### src/rtl/dffrf_bist.sv
// March-style self-test controller for the 2R1W flop register file: W0 writes
// address-keyed patterns, R0W1 reads/inverts them, R1 reads back descending.
module dffrf_bist #(
   parameter int data_w    = 32,
   parameter int addr_w    = 5,
   parameter int USE_LATCH = 0
) (
   input  logic              CLK,
   input  logic              RST_N,
   input  logic              START,
   output logic              BUSY,
   output logic              DONE,
   output logic              PASS,
   output logic [addr_w-1:0] FAIL_ADDR,
   output logic [1:0]        FAIL_PORT,
   output logic              FAIL_PHASE,
   output logic [7:0]        ERR_CNT,
   output logic [addr_w-1:0] RA,
   output logic [addr_w-1:0] RB,
   output logic              WE,
   output logic [addr_w-1:0] RW,
   output logic [data_w-1:0] DW,
   input  logic [data_w-1:0] DA,
   input  logic [data_w-1:0] DB
);

   typedef enum logic [2:0] {IDLE, W0, R0W1, DRAIN0, R1, DRAIN1, DONE_ST} state_t;

   localparam logic [addr_w-1:0] LAST = {addr_w{1'b1}};

   // Alternating-bit background XORed with the address, so aliased decodes differ.
   function automatic logic [data_w-1:0] e0(input logic [addr_w-1:0] a);
      logic [data_w-1:0] p;
      for (int i = 0; i < data_w; i++) p[i] = ~i[0];
      return p ^ data_w'(a);
   endfunction

   state_t              state_q;
   logic [addr_w-1:0]   addr_q;
   logic                busy_q, done_q, pass_q, fail_phase_q;
   logic [addr_w-1:0]   fail_addr_q;
   logic [1:0]          fail_port_q;
   logic [7:0]          err_cnt_q;

   logic                pv_q, pphase_q;
   logic [data_w-1:0]   pexp_q;
   logic [addr_w-1:0]   paddr_q;

   logic                cur_v, cur_phase, cmp_v, cmp_phase;
   logic [data_w-1:0]   cur_exp, cmp_exp;
   logic [addr_w-1:0]   cmp_addr;
   logic [1:0]          mism;
   logic [8:0]          err_sum;
   logic [7:0]          err_d;

   // Port drives follow directly from the state and address registers.
   always_comb begin
      WE = 1'b0;
      RA = '0;
      RB = '0;
      RW = '0;
      DW = '0;
      case (state_q)
         W0: begin
            WE = 1'b1;
            RW = addr_q;
            DW = e0(addr_q);
         end
         R0W1: begin
            WE = 1'b1;
            RA = addr_q;
            RB = addr_q;
            RW = addr_q;
            DW = ~e0(addr_q);
         end
         R1: begin
            RA = addr_q;
            RB = addr_q;
         end
         default: ;
      endcase
   end

   // A registered read file returns data a cycle late, so the compare uses the delayed stage.
   always_comb begin
      cur_v     = (state_q == R0W1) || (state_q == R1);
      cur_phase = (state_q == R1);
      cur_exp   = cur_phase ? ~e0(addr_q) : e0(addr_q);
      cmp_v     = (USE_LATCH != 0) ? pv_q     : cur_v;
      cmp_phase = (USE_LATCH != 0) ? pphase_q : cur_phase;
      cmp_exp   = (USE_LATCH != 0) ? pexp_q   : cur_exp;
      cmp_addr  = (USE_LATCH != 0) ? paddr_q  : addr_q;
      mism      = {DB != cmp_exp, DA != cmp_exp} & {2{cmp_v}};
      err_sum   = {1'b0, err_cnt_q} + 9'(mism[0]) + 9'(mism[1]);
      err_d     = err_sum[8] ? 8'hFF : err_sum[7:0];
   end

   always_ff @(posedge CLK or negedge RST_N) begin
      if (!RST_N) begin
         state_q      <= IDLE;
         addr_q       <= '0;
         busy_q       <= 1'b0;
         done_q       <= 1'b0;
         pass_q       <= 1'b0;
         fail_addr_q  <= '0;
         fail_port_q  <= '0;
         fail_phase_q <= 1'b0;
         err_cnt_q    <= '0;
         pv_q         <= 1'b0;
         pphase_q     <= 1'b0;
         pexp_q       <= '0;
         paddr_q      <= '0;
      end else begin
         pv_q     <= cur_v;
         pphase_q <= cur_phase;
         pexp_q   <= cur_exp;
         paddr_q  <= addr_q;
         if (cmp_v) begin
            err_cnt_q <= err_d;
            if (mism != 2'b00 && err_cnt_q == 8'd0) begin
               fail_addr_q  <= cmp_addr;
               fail_port_q  <= mism;
               fail_phase_q <= cmp_phase;
            end
         end
         case (state_q)
            IDLE, DONE_ST: begin
               if (START) begin
                  state_q      <= W0;
                  addr_q       <= '0;
                  busy_q       <= 1'b1;
                  done_q       <= 1'b0;
                  pass_q       <= 1'b0;
                  fail_addr_q  <= '0;
                  fail_port_q  <= '0;
                  fail_phase_q <= 1'b0;
                  err_cnt_q    <= '0;
               end
            end
            W0: begin
               addr_q <= addr_q + 1'b1;
               if (addr_q == LAST) state_q <= R0W1;
            end
            R0W1: begin
               if (addr_q == LAST) state_q <= (USE_LATCH != 0) ? DRAIN0 : R1;
               else                addr_q  <= addr_q + 1'b1;
            end
            DRAIN0: state_q <= R1;
            R1: begin
               if (addr_q == '0) begin
                  if (USE_LATCH != 0) begin
                     state_q <= DRAIN1;
                  end else begin
                     state_q <= DONE_ST;
                     busy_q  <= 1'b0;
                     done_q  <= 1'b1;
                     pass_q  <= (err_d == 8'd0);
                  end
               end else begin
                  addr_q <= addr_q - 1'b1;
               end
            end
            DRAIN1: begin
               state_q <= DONE_ST;
               busy_q  <= 1'b0;
               done_q  <= 1'b1;
               pass_q  <= (err_d == 8'd0);
            end
            default: state_q <= IDLE;
         endcase
      end
   end

   assign BUSY       = busy_q;
   assign DONE       = done_q;
   assign PASS       = pass_q;
   assign FAIL_ADDR  = fail_addr_q;
   assign FAIL_PORT  = fail_port_q;
   assign FAIL_PHASE = fail_phase_q;
   assign ERR_CNT    = err_cnt_q;

endmodule

### config.mk
export PLATFORM = sky130hd
export DESIGN_NAME = dffrf_bist
export DESIGN_NICKNAME = d
export VERILOG_FILES = /design/src/rtl/dffrf_bist.sv
export SDC_FILE = /design/constraint.sdc
export NUM_CORES = 1
export LEC_CHECK = 0
export CAP_MARGIN = 20
export CORE_MARGIN = 1
export CORE_UTILIZATION = 43
export CTS_CLUSTER_DIAMETER = 80
export CTS_CLUSTER_SIZE = 40
export DETAILED_ROUTE_END_ITERATION = 8
export GPL_TIMING_DRIVEN = 0
export PLACE_DENSITY = 0.95
export SYNTH_ARGS = -nofsm -noshare
export SYNTH_HDL_FRONTEND = slang
export SYNTH_SLANG_ARGS = --single-unit
### constraint.sdc
create_clock -name CLK -period 5.1 [get_ports CLK]
set_clock_uncertainty 0.1 [all_clocks]
set_input_delay 0.51 -clock CLK [delete_from_list [all_inputs] [get_ports CLK]]
set_output_delay 0.51 -clock CLK [all_outputs]
set_load 0.01 [all_outputs]
After elaboration in Yosys (flattened, before gate mapping)

Index checks and enable logic that the tools add are counted.

Input bits: 67
Output and inout bits: 67
Bits in registers: 27
Logic and storage cells: 84

Bitwise operators: 3
Muxes and demuxes: 38
Equality and inequality tests: 15
Reductions and logical operators: 15
$add $sub $neg: 4

Operators with widths:

| kind                | number |
|---|---|
| $ne 32x32->1        | 2 |
| $pmux 32 s2         | 1 |
| $mux 5              | 9 |
| $mux 32             | 1 |
| $mux 8              | 4 |
| $not 31->32         | 1 |
| $pmux 5 s4          | 1 |
| $pmux 3 s6          | 1 |
| $logic_not 8->1     | 2 |
| $not 3->16          | 1 |
| $mux 3              | 4 |
| $mux 1              | 10 |
| $add 8x1->9         | 1 |
| $add 9x1->9         | 1 |
| $eq 3x3->1 const B  | 3 |
| $pmux 1 s3          | 3 |
| $mux 2              | 4 |
| $ne 2x2->1 const B  | 4 |
| $reduce_and 4->1    | 2 |
| $eq 3x2->1 const B  | 2 |
| $reduce_or 2->1     | 3 |
| $add 5x1->5 const B | 1 |
| $eq 5x5->1 const B  | 1 |
| $logic_not 5->1     | 1 |
| 11 further kinds    | 12 |

Longest topological paths before layout

Gate-level depths: netlist (run 1).

Word-level depth: 11
Mapped depth: 18
Depth with buffers taken out: 16

Least setup slack after synthesis (run 1)

Ideal clock, no wire load.

Kind: reg-to-reg
Start point: register state_q[1]
End point: register err_cnt_q[2] (netlist: ERR_CNT[2])
Arrival: 3.275 ns
Stages on the path, launching flop included: 17
Data required time: 4.901 ns
Slack: 1.626 ns
Buffers on the path: 2
Period minus slack after synthesis: 3.474 ns
Library setup time: 0.099 ns
Path through: dfrtp_1 -> or3b_1 -> buf_6 -> clkinv_2 -> ha_1 -> clkbuf_1 -> xnor2_1 -> a2111oi_2 -> nand3_1 -> nand2_1 -> fa_1 -> inv_1 -> ha_1 -> nand3_1 -> nor2_1 -> a31oi_1 -> a311oi_1

Longest elaborated chain between the ends: 10
Elaborated cells on any way between the ends: 16
Classes of those cells: add/sub: 2; eq/ne: 5; mux: 5; bitwise: 1; reduce/logical: 3

Ends and longest elaborated chain:

| element                | RTL line | RTL |
|---|---|---|
| from (decl)            | 38       | `state_t state_q;` |
| from (signal assigned) | 145      | `if (addr_q == LAST) state_q <= (USE_LATCH != 0) ? DRAIN0 : R1;` |
| $eq 3x3->1             | 86, 87   |  |
| $mux 32                | 88       | `cur_exp = cur_phase ? ~e0(addr_q) : e0(addr_q);` |
| $ne 32x32->1           | 93       | `mism = {DB != cmp_exp, DA != cmp_exp} & {2{cmp_v}};` |
| $and 2x2->2            | 93       |  |
| $add 8x1->9            | 94       | `err_sum = {1'b0, err_cnt_q} + 9'(mism[0]) + 9'(mism[1]);` |
| $add 9x1->9            | 94       |  |
| $mux 8                 | 95       | `err_d = err_sum[8] ? 8'hFF : err_sum[7:0];` |
| $mux 8                 | 118      | `if (cmp_v) begin` |
| $mux 8                 | 128      | `if (START) begin` |
| $mux 8 *               | 126      | `case (state_q)` |
| to (signal assigned)   | 119      | `err_cnt_q <= err_d;` |
| to (decl)              | 43       | `logic [7:0] err_cnt_q;` |

Every way passes the cells marked *; elsewhere a longest branch is shown, timed or not.
A chain may end at the register's enable or synchronous reset.

Final worst setup path (run 1)

Start point: register state_q[1]
End point: register err_cnt_q[5] (netlist: ERR_CNT[5])

Same word-level chain as after synthesis.

==> reports/summary.log, run 1 <==
INFO  clocking       clock_tree_from_tritoncts=yes
INFO  place          dp.final_hpwl=6.319mm
INFO  power          p_per_area=462.0mW/mm²
INFO  critical_path  critical_path.startpoint_type=flip-flop
INFO  place          buffer_ports.inserted=133
INFO  sta            clock.fmax=0.2488GHz
INFO  drt            route.met2.wl=4.122mm
INFO  synthesis      syn_area_per_cell=8.291µm²
INFO  synthesis      synthFlopType=sky130_fd_sc_hd__dfrtp_1
INFO  die            initial_utilization=0.4490
INFO  grt            globalRouteOverflowTotal=0
INFO  clocking       cts.htree.levels=1
INFO  grt            grt_max_degree=21
INFO  clocking       cts_resized=0
INFO  synthesis      post_synth_inst_count=300
INFO  synthesis      synth.distinct_cells=50
INFO  die            ios=134
INFO  synthesis      synthTopCellsByArea=sky130_fd_sc_hd__dfrtp_1 27%, sky130_fd_sc_hd__buf_4 9.1%, sky130_fd_sc_hd__nor4bb_1 8.5%
INFO  clocking       clock_path_buffers=2
INFO  clocking       clock_tree.root_cell=sky130_fd_sc_hd__clkbuf_8
INFO  drt            wl_met3=564µm
INFO  synthesis      syn-num-nets=373
INFO  drt            drt-total-wl=7.894mm
INFO  critical_path  critical_path_launch_point=state_q[1]$_DFFE_PN0P_
INFO  drt            wl_met1=3.103mm
INFO  drt            vias=2773
INFO  sta            max_slew.worst_pin.slew=1.060ns
INFO  critical_path  crit_required=5.18ns
INFO  drt            route.top_layer_used=met4
INFO  cells_and_area finalNonFillerCells=510
INFO  sta            final_max_slew_viol_count=0
INFO  grt            first_pass_grt_wire_length=12.53mm
INFO  die            rows=27
INFO  synthesis      ys_seq_area_frac=0.2716
INFO  critical_path  r2r_start=state_q[1]$_DFFE_PN0P_
INFO  place          gp_routability_congestion=0.9265
INFO  die            die_height=78.06µm
INFO  clocking       postCtsHoldBufs=0
INFO  cells_and_area drive_gt1_frac=0.1005
INFO  sta            rsz0062_at_grt=false
INFO  synthesis      postSynthRegisterBits=27
INFO  sta            fin_worst_hold_slack=0.3919ns
INFO  outcome        status=finished clean
INFO  drt            detail_route.first_pass.iterations=5
INFO  cells_and_area count_of_filler_cells_inserted_in_the_layout=420
INFO  clocking       cts.clk_slew.worst_paths=0.11ns
INFO  place          dp_cells=506
INFO  synthesis      synth.largest_area_cell=sky130_fd_sc_hd__dfrtp_1
INFO  worst_hold_path hold_start=DONE$_DFFE_PN0P_
INFO  power          leakagePower=1.625nW
INFO  critical_path  worst-path-max-fanout=10
INFO  critical_path  crit_type=flip-flop to flip-flop
INFO  power          total_power=1.842mW
INFO  die            die_w=78.06µm
INFO  die            floorplan.die_area=0.006093mm²
INFO  sta            slew_headroom=0.2921
INFO  critical_path  cp.arrival=4.09ns
INFO  grt            via_count_of_the_first_global_routing_pass=2695
INFO  drt            antenna_violating_nets_left=0
INFO  clocking       cts_made_buffers=3
INFO  sta            post-route-min-period=4.019ns
INFO  clocking       clk-insertion-delay-late=0.29ns
INFO  clocking       clock_sinks=27
INFO  cells_and_area total_inserted_antenna_cells=0
INFO  drt            route.detailed.drc=0
INFO  synthesis      syn-cell-area=0.002487mm²
INFO  synthesis      synth-warning-count=0
INFO  synthesis      synth-edff-count=0
INFO  sta            setup_ws=1.081ns
INFO  worst_hold_path hold_path.class=flip-flop to flip-flop
INFO  die            core_area=0.005540mm²
INFO  clocking       cts_setup_buffers=0
INFO  power          vdd.ir_drop.worst=282.2µV
INFO  sta            total_neg_setup_slack=0ns
INFO  critical_path  crit_path_end_kind=flip-flop
INFO  synthesis      post_synthesis_async_set_or_reset_flop_share=1.000
INFO  cells_and_area layout-area-overhead-vs-synth=60.26%
INFO  sta            final_hold_viol_count=0
INFO  drt            initialDrtViolationCount=240
INFO  grt            track_usage=0.2545
INFO  synthesis      synth_top_cell_area_share=0.2716
INFO  grt            initial_antenna_violation_count=0
INFO  flow_run       cap_viol_max_count=0
INFO  place          placement.setup.worst_slack=1.130ns
INFO  drt            routed_via_density=5.437
INFO  sta            post-route-period-util=0.7880
INFO  cells_and_area final_net_count=512
INFO  sta            final-setup-viol-count=0
INFO  drt            detail_route.wl_per_cell=15.48µm
area by class of cell:
class,instances,area (µm²),area share
multi-input combinational,218,1476,0.3704
timing repair buffer,134,1359,0.3409
sequential,27,675.6,0.1695
buffer,46,300.3,0.07533
tap,72,90.09,0.02260
clock buffer,3,41.29,0.01036
inverter,9,35.03,0.008788
clock inverter,1,8.758,0.002197
report_power, final:
group	internal (mW)	switching, mW	total (mW)
combinational	0.706	0.666	1.37
clock	0.0575	0.0740	0.132
sequential	0.283	0.0549	0.338
cell usage after synthesis, types with 2 or more instances:
cell / number
sky130_fd_sc_hd__nand2_1: 33
sky130_fd_sc_hd__buf_4: 30
sky130_fd_sc_hd__dfrtp_1: 27
sky130_fd_sc_hd__nor2_1: 23
sky130_fd_sc_hd__nor4bb_1: 21
sky130_fd_sc_hd__o21ai_0: 15
sky130_fd_sc_hd__clkbuf_1: 14
sky130_fd_sc_hd__nand3_1: 12
sky130_fd_sc_hd__a21oi_1: 10
sky130_fd_sc_hd__mux2i_1: 9
sky130_fd_sc_hd__xnor2_1: 9
sky130_fd_sc_hd__inv_1: 8
sky130_fd_sc_hd__nand4_1: 8
sky130_fd_sc_hd__xor2_1: 8
sky130_fd_sc_hd__nand2b_1: 5
sky130_fd_sc_hd__o31ai_1: 5
sky130_fd_sc_hd__a21o_1: 4
sky130_fd_sc_hd__ha_1: 4
sky130_fd_sc_hd__nor2b_1: 4
sky130_fd_sc_hd__nor4_1: 4
sky130_fd_sc_hd__a311oi_1: 3
sky130_fd_sc_hd__a31oi_1: 3
sky130_fd_sc_hd__and2_1: 3
sky130_fd_sc_hd__nor3_1: 3
sky130_fd_sc_hd__a2111oi_2: 2
sky130_fd_sc_hd__a21bo_2: 2
sky130_fd_sc_hd__and3_1: 2
sky130_fd_sc_hd__buf_6: 2
sky130_fd_sc_hd__fa_1: 2
sky130_fd_sc_hd__nand4b_1: 2
sky130_fd_sc_hd__o22ai_1: 2
sky130_fd_sc_hd__or4_1: 2
sky130_fd_sc_hd__or4bb_1: 2
final timing paths:
check / cells after the start / slack, ns / endpoint
max in group asynchronous: 2 / 4.00 / addr_q[0]$_DFFE_PN0P_
hold / removal: 1 / 0.39 / DONE$_DFFE_PN0P_
setup / recovery: 16 / 1.08 / ERR_CNT[5]$_DFF_PN0_
min in group asynchronous: 1 / 0.43 / state_q[1]$_DFFE_PN0P_
setup reg to reg: 16 / 1.08 / ERR_CNT[5]$_DFF_PN0_
hold reg to reg: 1 / 0.39 / DONE$_DFFE_PN0P_
stage by stage:
stage          utilization  instance area (µm²)
6_report            0.7195                 3986
3_3_place_gp        0.7055                 3909
5_1_grt             0.7195                 3986
4_1_cts             0.7195                 3986
3_5_place_dp        0.7105                 3936
2_1_floorplan            -                 2487
cell usage in the layout (no fill, tap or decap), types with 2 or more instances in the layout:
| master | count |
|---|---|
| sky130_fd_sc_hd__clkdlybuf4s50_1 | 133 |
| sky130_fd_sc_hd__nand2_1 | 33 |
| sky130_fd_sc_hd__buf_4 | 30 |
| sky130_fd_sc_hd__dfrtp_1 | 27 |
| sky130_fd_sc_hd__nor2_1 | 23 |
| sky130_fd_sc_hd__nor4bb_1 | 21 |
| sky130_fd_sc_hd__o21ai_0 | 15 |
| sky130_fd_sc_hd__clkbuf_1 | 14 |
| sky130_fd_sc_hd__nand3_1 | 12 |
| sky130_fd_sc_hd__a21oi_1 | 10 |
| sky130_fd_sc_hd__xnor2_1 | 9 |
| sky130_fd_sc_hd__mux2i_1 | 9 |
| sky130_fd_sc_hd__inv_1 | 8 |
| sky130_fd_sc_hd__nand4_1 | 8 |
| sky130_fd_sc_hd__xor2_1 | 8 |
| sky130_fd_sc_hd__nand2b_1 | 5 |
| sky130_fd_sc_hd__o31ai_1 | 5 |
| sky130_fd_sc_hd__nor2b_1 | 4 |
| sky130_fd_sc_hd__nor4_1 | 4 |
| sky130_fd_sc_hd__a21o_1 | 4 |
| sky130_fd_sc_hd__ha_1 | 4 |
| sky130_fd_sc_hd__nor3_1 | 3 |
| sky130_fd_sc_hd__a311oi_1 | 3 |
| sky130_fd_sc_hd__a31oi_1 | 3 |
| sky130_fd_sc_hd__and2_1 | 3 |
| sky130_fd_sc_hd__clkbuf_8 | 3 |
| sky130_fd_sc_hd__buf_6 | 2 |
| sky130_fd_sc_hd__nand4b_1 | 2 |
| sky130_fd_sc_hd__a2111oi_2 | 2 |
| sky130_fd_sc_hd__o22ai_1 | 2 |
| sky130_fd_sc_hd__or4bb_1 | 2 |
| sky130_fd_sc_hd__or4_1 | 2 |
| sky130_fd_sc_hd__and3_1 | 2 |
| sky130_fd_sc_hd__a21bo_2 | 2 |
| sky130_fd_sc_hd__fa_1 | 2 |
flip-flops by register name (all words and copies together) (netlist names):
register,cells
ERR_CNT,8
addr_q,5
BUSY,1
PASS,1
state_q,3
DONE,1
FAIL_PORT,2
FAIL_PHASE,1
FAIL_ADDR,5
routing by layer:
layer | GRT usage | vias up
met2 | 0.4605 | 118
met1 | 0.2999 | 1309
met5 | 0 | -
li1 | - | 1334
met4 | 0.07778 | 0
met3 | 0.05233 | 12
critical path, stage by stage (launching register included):
cell,delay [ns]
sky130_fd_sc_hd__dfrtp_1,0.42
sky130_fd_sc_hd__or3b_1,0.40
sky130_fd_sc_hd__buf_6,0.17
sky130_fd_sc_hd__clkinv_2,0.13
sky130_fd_sc_hd__ha_1,0.24
sky130_fd_sc_hd__clkbuf_1,0.17
sky130_fd_sc_hd__xnor2_1,0.22
sky130_fd_sc_hd__a2111oi_2,0.07
sky130_fd_sc_hd__nand3_1,0.14
sky130_fd_sc_hd__nand2_1,0.09
sky130_fd_sc_hd__fa_1,0.44
sky130_fd_sc_hd__inv_1,0.07
sky130_fd_sc_hd__ha_1,0.22
sky130_fd_sc_hd__nand3_1,0.14
sky130_fd_sc_hd__nor2_1,0.32
sky130_fd_sc_hd__a31oi_1,0.22
sky130_fd_sc_hd__a311oi_1,0.33
kinds of logic after synthesis:
| family | Yosys count | share of synthesized area |
|---|---|---|
| buffers and inverters | 55 | 0.1348 |
| muxes | 9 | 0.03622 |
| DFF | 27 | 0.2716 |
| adders and majority gates | 6 | 0.03622 |
| AOI/OAI and AO/OA | 54 | 0.1494 |
| xor gates and xnor gates | 17 | 0.05986 |
| and+or+nand+nor | 132 | 0.3119 |
(Power assumes the default switching activity.)
==> run 2: changes to the inputs <==
- CORE_UTILIZATION: 43 -> 36
- PLACE_DENSITY: 0.95 -> 0.88
- clock period: 5.1 -> 3.3 ns (I/O delays scaled with it)
==> run 2 against run 1 <==
The flow now finishes with violations (negative setup slack); critical endpoint unchanged; power increased by 71%; non-clock buffer count increased by 20; largest cell class unchanged; final cell count increased by 4.9%.
==> reports/summary.log, run 2 (synthesized netlist as in run 1, its figures left out) <==
INFO  drt            route.detailed.drc=0 [unchanged]
INFO  sta            setup_ws=-0.05989ns [was 1.081 ns]
INFO  sta            total_neg_setup_slack=-0.1667ns [was 0 ns]
INFO  clocking       clock_sinks=27 [unchanged]
INFO  cells_and_area number_of_flip_flops_in_the_largest_register=8 [unchanged]
INFO  drt            antenna_violating_nets_left=0 [unchanged]
INFO  clocking       cts.clk_slew.worst_paths=0.10ns [was 0.11 ns]
INFO  critical_path  crit_path_end_kind=flip-flop [unchanged]
INFO  sta            final_hold_viol_count=0 [unchanged]
INFO  drt            wl_met3=836µm [was 564 µm]
INFO  power          total_power=3.152mW [was 1.842 mW]
INFO  flow_run       cap_viol_max_count=0 [unchanged]
INFO  place          gp_routability_congestion=0.9171 [was 0.9265]
INFO  outcome        status=finished with violations [was finished clean]
INFO  grt            via_count_of_the_first_global_routing_pass=2985 [was 2695]
INFO  place          dp.final_hpwl=6.512mm [was 6.319 mm]
INFO  die            initial_utilization=0.3830 [was 0.4490]
INFO  sta            clock.fmax=0.2976GHz [was 0.2488 GHz]
INFO  clocking       clock_path_buffers=2 [unchanged]
INFO  die            die_height=85.12µm [was 78.06 µm]
INFO  grt            first_pass_grt_wire_length=14.13mm [was 12.53 mm]
INFO  cells_and_area finalNonFillerCells=535 [was 510]
INFO  sta            post-route-min-period=3.360ns [was 4.019 ns]
INFO  die            rows=29 [was 27]
INFO  drt            detail_route.first_pass.iterations=5 [unchanged]
INFO  grt            grt_max_degree=20 [was 21]
INFO  clocking       postCtsHoldBufs=0 [unchanged]
INFO  drt            detail_route.wl_per_cell=16.97µm [was 15.48 µm]
INFO  outcome        failing_checks=negative setup slack
INFO  sta            slew_headroom=0.1729 [was 0.2921]
INFO  place          buffer_ports.inserted=133 [unchanged]
INFO  grt            initial_antenna_violation_count=0 [unchanged]
INFO  cells_and_area final_net_count=532 [was 512]
INFO  critical_path  crit_type=flip-flop to flip-flop [unchanged]
INFO  cells_and_area finalCoreUtilization=0.6773 [was 0.7195]
INFO  drt            drt-total-wl=9.078mm [was 7.894 mm]
INFO  drt            route.top_layer_used=met4 [unchanged]
INFO  power          leakagePower=1.758nW [was 1.625 nW]
INFO  place          dp_cells=511 [was 506]
INFO  cells_and_area layout-area-overhead-vs-synth=76.86% [was 60.26%]
INFO  clocking       cts.htree.levels=1 [unchanged]
INFO  clocking       cts_made_buffers=3 [unchanged]
INFO  cells_and_area drive_gt1_frac=0.2118 [was 0.1005]
INFO  die            floorplan.die_area=0.007245mm² [was 0.006093 mm²]
INFO  grt            track_usage=0.2429 [was 0.2545]
INFO  die            ios=134 [unchanged]
INFO  critical_path  critical_path.startpoint_type=flip-flop [unchanged]
INFO  die            die_w=85.12µm [was 78.06 µm]
INFO  drt            initialDrtViolationCount=169 [was 240]
INFO  drt            vias=2938 [was 2773]
INFO  worst_hold_path hold_path.class=primary input to async pin [was flip-flop to flip-flop]
INFO  sta            rsz0062_at_grt=true [was false]
INFO  sta            final-setup-viol-count=7 [was 0]
INFO  drt            wl_met1=3.345mm [was 3.103 mm]
INFO  power          p_per_area=716.5mW/mm² [was 462.0 mW/mm²]
INFO  cells_and_area total_inserted_antenna_cells=0 [unchanged]
INFO  die            core_area=0.006495mm² [was 0.005540 mm²]
INFO  sta            final_max_slew_viol_count=0 [unchanged]
INFO  critical_path  cp.arrival=3.44ns [was 4.09 ns]
INFO  sta            post-route-period-util=1.018 [was 0.7880]
INFO  cells_and_area final_cell_mix=133 x sky130_fd_sc_hd__clkdlybuf4s50_1, 49 x sky130_fd_sc_hd__buf_4, 29 x sky130_fd_sc_hd__nand2_1 [was 133 x sky130_fd_sc_hd__clkdlybuf4s50_1, 33 x sky130_fd_sc_hd__nand2_1, 30 x sky130_fd_sc_hd__buf_4]
INFO  sta            max_slew.worst_pin.slew=1.238ns [was 1.060 ns]
INFO  drt            route.met2.wl=4.780mm [was 4.122 mm]
INFO  clocking       clock_tree_from_tritoncts=yes [unchanged]
INFO  drt            routed_via_density=5.492 [was 5.437]
INFO  critical_path  worst-path-max-fanout=5 [was 10]
INFO  clocking       clock_tree.root_cell=sky130_fd_sc_hd__clkbuf_8 [unchanged]
INFO  critical_path  crit_required=3.38ns [was 5.18 ns]
INFO  place          placement.setup.worst_slack=-0.4512ns [was 1.130 ns]
INFO  clocking       clk-insertion-delay-late=0.28ns [was 0.29 ns]
INFO  grt            globalRouteOverflowTotal=0 [unchanged]
INFO  power          vdd.ir_drop.worst=465.2µV [was 282.2 µV]
INFO  cells_and_area mostFrequentLayoutCell=sky130_fd_sc_hd__clkdlybuf4s50_1 [unchanged]
run 2: cell count changes in the layout (fill, tap and decap cells not counted), sizes merged:
cell      before  now
buf           33   54
clkinvlp       0    1
clkbuf        17   16
inv            9    8
run 2: final timing paths:
check	slack, ns	to	startpoint	cells past startpoint
worst max-delay path	-0.06	ERR_CNT[5]$_DFF_PN0_	state_q[0]$_DFFE_PN0P_	15
worst min-delay path	0.28	ERR_CNT[4]$_DFF_PN0_	RST_N	1
worst max register to register	-0.06	ERR_CNT[5]$_DFF_PN0_	state_q[0]$_DFFE_PN0P_	15
worst min register to register	0.41	DONE$_DFFE_PN0P_	DONE$_DFFE_PN0P_	1
max in group asynchronous	2.35	FAIL_ADDR[4]$_DFF_PN0_	RST_N	2
min in group CLK	0.41	DONE$_DFFE_PN0P_	DONE$_DFFE_PN0P_	1
run 2: area by class of cell:
type                       instances  area (µm²)
sequential                        27       675.6
inverter                           9       46.29
buffer                            45       300.3
clock buffer                       3       41.29
clock inverter                     1       7.507
multi-input combinational        218        1708
tap                               77       96.34
fill                             497        2096
timing repair buffer             155        1524
run 2: power by group:
| part | internal (mW) | leakage (nW) | switching (mW) |
|---|---|---|---|
| registers | 0.438 | 0.359 | 0.103 |
| logic | 1.26 | 1.38 | 1.15 |
| clock network | 0.0858 | 0.0217 | 0.112 |
run 2: what timing repair did:
action | CTS | global route
endpoints found under the setup margin | 9 | 15
gates resized for setup | 28 | 19
pin swaps | 14 | 9
setup buffers | 17 | 4
run 2: critical path, cell delays in order, from the launching register on:
cell	delay (ns)
sky130_fd_sc_hd__dfrtp_1	0.42
sky130_fd_sc_hd__or3b_1	0.39
sky130_fd_sc_hd__buf_6	0.15
sky130_fd_sc_hd__clkinv_8	0.06
sky130_fd_sc_hd__ha_4	0.21
sky130_fd_sc_hd__xor2_2	0.21
sky130_fd_sc_hd__a2111oi_4	0.06
sky130_fd_sc_hd__nand3_2	0.12
sky130_fd_sc_hd__nand2_2	0.07
sky130_fd_sc_hd__fa_2	0.37
sky130_fd_sc_hd__inv_1	0.09
sky130_fd_sc_hd__ha_4	0.17
sky130_fd_sc_hd__nand3_4	0.11
sky130_fd_sc_hd__nor2_4	0.21
sky130_fd_sc_hd__a31oi_2	0.17
sky130_fd_sc_hd__a311oi_1	0.33
run 2: per-stage QoR:
| step | hold WS (ns) | area, µm² |
|---|---|---|
| finish | 0.2798 | 4399 |
| global route | 0.3048 | 4399 |
| CTS | 0.2923 | 4278 |
| detailed placement | 0.3716 | 3971 |
| global placement | 0.3775 | 3944 |
| floorplan | -0.06559 | 2516 |
run 2: metal layers:
layer	vias up	global-route usage
met5	-	0
met4	0	0.06471
met3	10	0.05156
met2	147	0.4670
met1	1411	0.2679
li1	1370	-
==> run 3: changes to the inputs <==
- ABC_AREA: default -> 1
- ABC_CLOCK_PERIOD_IN_PS: default -> 3300
- CORE_MARGIN: 1 -> default
- CORE_UTILIZATION: 36 -> 37
==> run 3 against run 2 <==
The flow now finishes without violations; clock power is 4% higher; synthesized cell count is 45% higher; non-clock buffer count is 19 lower; critical path depth is 8 higher; routed wire length is 13% lower; sequential power is 17% higher; highest routed layer unchanged.
==> reports/summary.log, run 3 <==
INFO  clocking       clock_tree_from_tritoncts=yes [unchanged]
INFO  die            initial_utilization=0.3833 [was 0.3830]
INFO  die            core_area=0.006832mm² [was 0.006495 mm²]
INFO  synthesis      synth.distinct_cells=32 [was 50]
INFO  synthesis      syn_area_per_cell=6.020µm² [was 8.291 µm²]
INFO  critical_path  worst-path-max-fanout=7 [was 5]
INFO  synthesis      post_synth_and_or_nand_nor_area_fraction=0.3942 [was 0.3119]
INFO  synthesis      synth-warning-count=0 [unchanged]
INFO  sta            max_slew.worst_pin.slew=0.5481ns [was 1.238 ns]
INFO  power          p_per_area=762.1mW/mm² [was 716.5 mW/mm²]
INFO  drt            antenna_violating_nets_left=0 [unchanged]
INFO  die            ios=134 [unchanged]
INFO  clocking       clock_path_buffers=2 [unchanged]
INFO  sta            post-route-period-util=0.9617 [was 1.018]
INFO  synthesis      post_synth_most_frequent_cells=129 x sky130_fd_sc_hd__nand2_1, 72 x sky130_fd_sc_hd__nor2_1, 61 x sky130_fd_sc_hd__inv_1, 31 x sky130_fd_sc_hd__buf_4, 27 x sky130_fd_sc_hd__dfrtp_1 [was 33 x sky130_fd_sc_hd__nand2_1, 30 x sky130_fd_sc_hd__buf_4, 27 x sky130_fd_sc_hd__dfrtp_1, 23 x sky130_fd_sc_hd__nor2_1, 21 x sky130_fd_sc_hd__nor4bb_1]
INFO  sta            total_neg_setup_slack=0ns [was -0.1667 ns]
INFO  grt            globalRouteOverflowTotal=0 [unchanged]
INFO  synthesis      syn-cell-area=0.002619mm² [was 0.002487 mm²]
INFO  cells_and_area design_area=0.004375mm² [was 0.004399 mm²]
INFO  synthesis      yosysMostFrequentCell=sky130_fd_sc_hd__nand2_1 [unchanged]
INFO  cells_and_area mostFrequentLayoutCell=sky130_fd_sc_hd__clkdlybuf4s50_1 [unchanged]
INFO  clocking       cts.htree.levels=1 [unchanged]
INFO  clocking       clk-insertion-delay-late=0.29ns [was 0.28 ns]
INFO  cells_and_area drive_gt1_frac=0.1627 [was 0.2118]
INFO  drt            initialDrtViolationCount=153 [was 169]
INFO  critical_path  r2r_cells=23 [was 15]
INFO  synthesis      synthFlopType=sky130_fd_sc_hd__dfrtp_1 [unchanged]
INFO  clocking       cts.clk_slew.worst_paths=0.11ns [was 0.10 ns]
INFO  sta            clock.fmax=0.3151GHz [was 0.2976 GHz]
INFO  synthesis      post_synth_xor_area_fraction=0.02007 [was 0.05986]
INFO  sta            final-setup-viol-count=0 [was 7]
INFO  synthesis      synth_top_cell_area_share=0.2580 [was 0.2716]
INFO  cells_and_area layout-area-overhead-vs-synth=67.08% [was 76.86%]
INFO  drt            detail_route.wl_per_cell=11.60µm [was 16.97 µm]
INFO  critical_path  critical_path_launch_point=state_q[1]$_DFFE_PN0P_ [was state_q[0]$_DFFE_PN0P_]
INFO  place          post_dp_cell_area=0.004098mm² [was 0.003971 mm²]
INFO  power          leakagePower=2.133nW [was 1.758 nW]
INFO  place          buffer_ports.inserted=133 [unchanged]
INFO  sta            slew_headroom=0.6335 [was 0.1729]
INFO  critical_path  critical_path.startpoint_type=flip-flop [unchanged]
INFO  synthesis      synth-edff-count=0 [unchanged]
INFO  grt            via_count_of_the_first_global_routing_pass=3085 [was 2985]
INFO  critical_path  crit_required=3.38ns [about the same]
INFO  synthesis      postSynthRegisterBits=27 [unchanged]
INFO  power          vdd.ir_drop.worst=299.9µV [was 465.2 µV]
INFO  place          dp_cells=665 [was 511]
INFO  cells_and_area count_of_filler_cells_inserted_in_the_layout=607 [was 497]
INFO  die            die_height=86.13µm [was 85.12 µm]
INFO  cells_and_area total_inserted_antenna_cells=0 [unchanged]
INFO  cells_and_area multi_input_comb_area=0.001549mm² [was 0.001708 mm²]
INFO  critical_path  crit_type=flip-flop to flip-flop [unchanged]
INFO  cells_and_area finalCoreUtilization=0.6405 [was 0.6773]
INFO  grt            first_pass_grt_wire_length=12.78mm [was 14.13 mm]
INFO  grt            grt_max_degree=22 [was 20]
INFO  critical_path  crit_path_end_kind=flip-flop [unchanged]
INFO  die            rows=30 [was 29]
INFO  clocking       clock_tree.root_cell=sky130_fd_sc_hd__clkbuf_8 [unchanged]
INFO  sta            post-route-min-period=3.174ns [was 3.360 ns]
INFO  drt            routed_via_density=4.631 [was 5.492]
INFO  drt            detail_route.first_pass.iterations=4 [was 5]
INFO  sta            final_hold_viol_count=0 [unchanged]
INFO  synthesis      ys_seq_area_frac=0.2580 [was 0.2716]
INFO  cells_and_area finalNonFillerCells=680 [was 535]
INFO  place          gp_routability_congestion=0.9396 [was 0.9171]
INFO  cells_and_area ff_latch_area=676.9µm² [was 675.6 µm²]
INFO  synthesis      synthAdderAreaFrac=0.03440 [was 0.03622]
INFO  synthesis      synth-compound-area-share=0.09078 [was 0.1494]
INFO  cells_and_area final_cell_mix=133 x sky130_fd_sc_hd__clkdlybuf4s50_1, 126 x sky130_fd_sc_hd__nand2_1, 70 x sky130_fd_sc_hd__nor2_1 [was 133 x sky130_fd_sc_hd__clkdlybuf4s50_1, 49 x sky130_fd_sc_hd__buf_4, 29 x sky130_fd_sc_hd__nand2_1]
INFO  synthesis      synthMuxAreaShare=0 [was 0.03622]
INFO  grt            initial_antenna_violation_count=0 [unchanged]
INFO  clocking       cts_made_buffers=3 [unchanged]
INFO  outcome        status=finished clean [was finished with violations]
INFO  worst_hold_path hold_path.class=primary input to async pin [unchanged]
INFO  cells_and_area final_net_count=658 [was 532]
INFO  clocking       postCtsHoldBufs=0 [unchanged]
INFO  synthesis      synth.largest_area_cell=sky130_fd_sc_hd__dfrtp_1 [unchanged]
INFO  critical_path  r2r_start=state_q[1]$_DFFE_PN0P_ [was state_q[0]$_DFFE_PN0P_]
INFO  drt            drt-total-wl=7.889mm [was 9.078 mm]
INFO  cells_and_area number_of_flip_flops_in_the_largest_register=8 [unchanged]
INFO  synthesis      post_synthesis_async_set_or_reset_flop_share=1.000 [unchanged]
INFO  sta            final_max_slew_viol_count=0 [unchanged]
INFO  drt            route.detailed.drc=0 [unchanged]
INFO  synthesis      synthTopCellsByArea=sky130_fd_sc_hd__dfrtp_1 26%, sky130_fd_sc_hd__nand2_1 18%, sky130_fd_sc_hd__nor2_1 10% [was sky130_fd_sc_hd__dfrtp_1 27%, sky130_fd_sc_hd__buf_4 9.1%, sky130_fd_sc_hd__nor4bb_1 8.5%]
INFO  drt            vias=3149 [was 2938]
INFO  grt            track_usage=0.2124 [was 0.2429]
INFO  synthesis      syn-num-nets=508 [was 373]
INFO  synthesis      post_synth_inst_count=435 [was 300]
INFO  die            floorplan.die_area=0.007418mm² [was 0.007245 mm²]
INFO  flow_run       cap_viol_max_count=0 [unchanged]
INFO  clocking       clock_sinks=27 [unchanged]
INFO  synthesis      dominant_combinational_cell_family_by_area_after_synthesis=simple AND/OR/NAND/NOR gates [unchanged]
INFO  critical_path  cp.arrival=3.25ns [was 3.44 ns]
INFO  place          dp.final_hpwl=6.190mm [was 6.512 mm]
INFO  die            die_w=86.13µm [was 85.12 µm]
## run 3: cell count changes after synthesis, moves of 5 or more
| cell | delta |
|---|---|
| sky130_fd_sc_hd__inv_2 | +9 |
| sky130_fd_sc_hd__mux2i_1 | -9 |
| sky130_fd_sc_hd__nand2b_1 | -5 |
| sky130_fd_sc_hd__nor4bb_1 | -21 |
| sky130_fd_sc_hd__inv_1 | +53 |
| sky130_fd_sc_hd__nand3_1 | +9 |
| sky130_fd_sc_hd__nor2_1 | +49 |
| sky130_fd_sc_hd__o31ai_1 | -5 |
| sky130_fd_sc_hd__xnor2_1 | -7 |
| sky130_fd_sc_hd__nand2_1 | +96 |
| sky130_fd_sc_hd__clkbuf_1 | -12 |
## run 3: critical path, stage by stage, from the launching register on
cell and delay [ns]:
sky130_fd_sc_hd__dfrtp_1 0.41, sky130_fd_sc_hd__inv_2 0.09, sky130_fd_sc_hd__nand2_4 0.07, sky130_fd_sc_hd__nor2_4 0.11
sky130_fd_sc_hd__buf_8 0.15, sky130_fd_sc_hd__ha_4 0.22, sky130_fd_sc_hd__inv_2 0.07, sky130_fd_sc_hd__nand2_1 0.05
sky130_fd_sc_hd__nand2_1 0.06, sky130_fd_sc_hd__nor2_1 0.04, sky130_fd_sc_hd__nand2_1 0.06, sky130_fd_sc_hd__nor2_2 0.04
sky130_fd_sc_hd__nand3_2 0.09, sky130_fd_sc_hd__o21ai_2 0.08, sky130_fd_sc_hd__fa_2 0.36, sky130_fd_sc_hd__inv_2 0.09
sky130_fd_sc_hd__ha_4 0.15, sky130_fd_sc_hd__nand2_4 0.07, sky130_fd_sc_hd__nor3_4 0.24, sky130_fd_sc_hd__nand3_2 0.13
sky130_fd_sc_hd__o21ai_0 0.14, sky130_fd_sc_hd__nor2_1 0.09, sky130_fd_sc_hd__nand4_1 0.10, sky130_fd_sc_hd__nand2_1 0.05
## run 3: final timing paths
check / endpoint / slack [ns]
setup reg to reg: PASS$_DFFE_PN0P_ / 0.13
hold / removal: FAIL_ADDR[3]$_DFF_PN0_ / 0.28
min in group CLK: FAIL_ADDR[2]$_DFF_PN0_ / 0.42
max in group asynchronous: addr_q[4]$_DFFE_PN0P_ / 2.32
hold reg to reg: FAIL_ADDR[2]$_DFF_PN0_ / 0.42
setup / recovery: PASS$_DFFE_PN0P_ / 0.13
## run 3: cells by family after synthesis
group / after synthesis
and+or+nand+nor: 248
buffers and inverters: 106
AOI/OAI and AO/OA: 42
DFF: 27
xor gates and xnor gates: 6
adders and majority gates: 6
## run 3: layer usage
metal / part of all wire / vias up / track usage / routed length (µm)
li1: - / 1616 / - / -
met1: 0.39 / 1379 / 0.2247 / 3043
met2: 0.53 / 136 / 0.4149 / 4195
met3: 0.066 / 18 / 0.04812 / 518
met4: 0.017 / 0 / 0.06061 / 131
met5: 0 / - / 0 / 0
## run 3: layout make-up
type / instances / share of cell area
multi-input combinational: 302 / 0.3540
clock buffer: 3 / 0.009437
inverter: 70 / 0.06005
timing repair buffer: 145 / 0.3303
tap: 96 / 0.02745
clock inverter: 1 / 0.001716
buffer: 36 / 0.06234
sequential: 27 / 0.1547
## run 3: metrics by stage
step                power, mW  hold slack (ns)  worst slack, ns
finish                  3.335           0.2820           0.1263
global route            3.616           0.3410         -0.06688
CTS                     3.173           0.2926          0.01119
detailed placement      2.854           0.3943          -0.3481
global placement        2.772           0.3695          -0.2290
floorplan               1.894         -0.06559           0.1305
## run 3: report_power, final
part | internal [mW] | switching [mW]
Combinational | 1.27 | 1.23
Clock | 0.0863 | 0.118
Sequential | 0.475 | 0.156
Total | 1.83 | 1.50
## run 3: timing repair
| action | CTS | global route |
|---|---|---|
| setup endpoints to repair | 9 | 9 |
| buffers inserted | 6 | 4 |
| resized for setup | 13 | 22 |
| pin swaps | 2 | 7 |
| endpoints found under the hold margin | 0 | 0 |
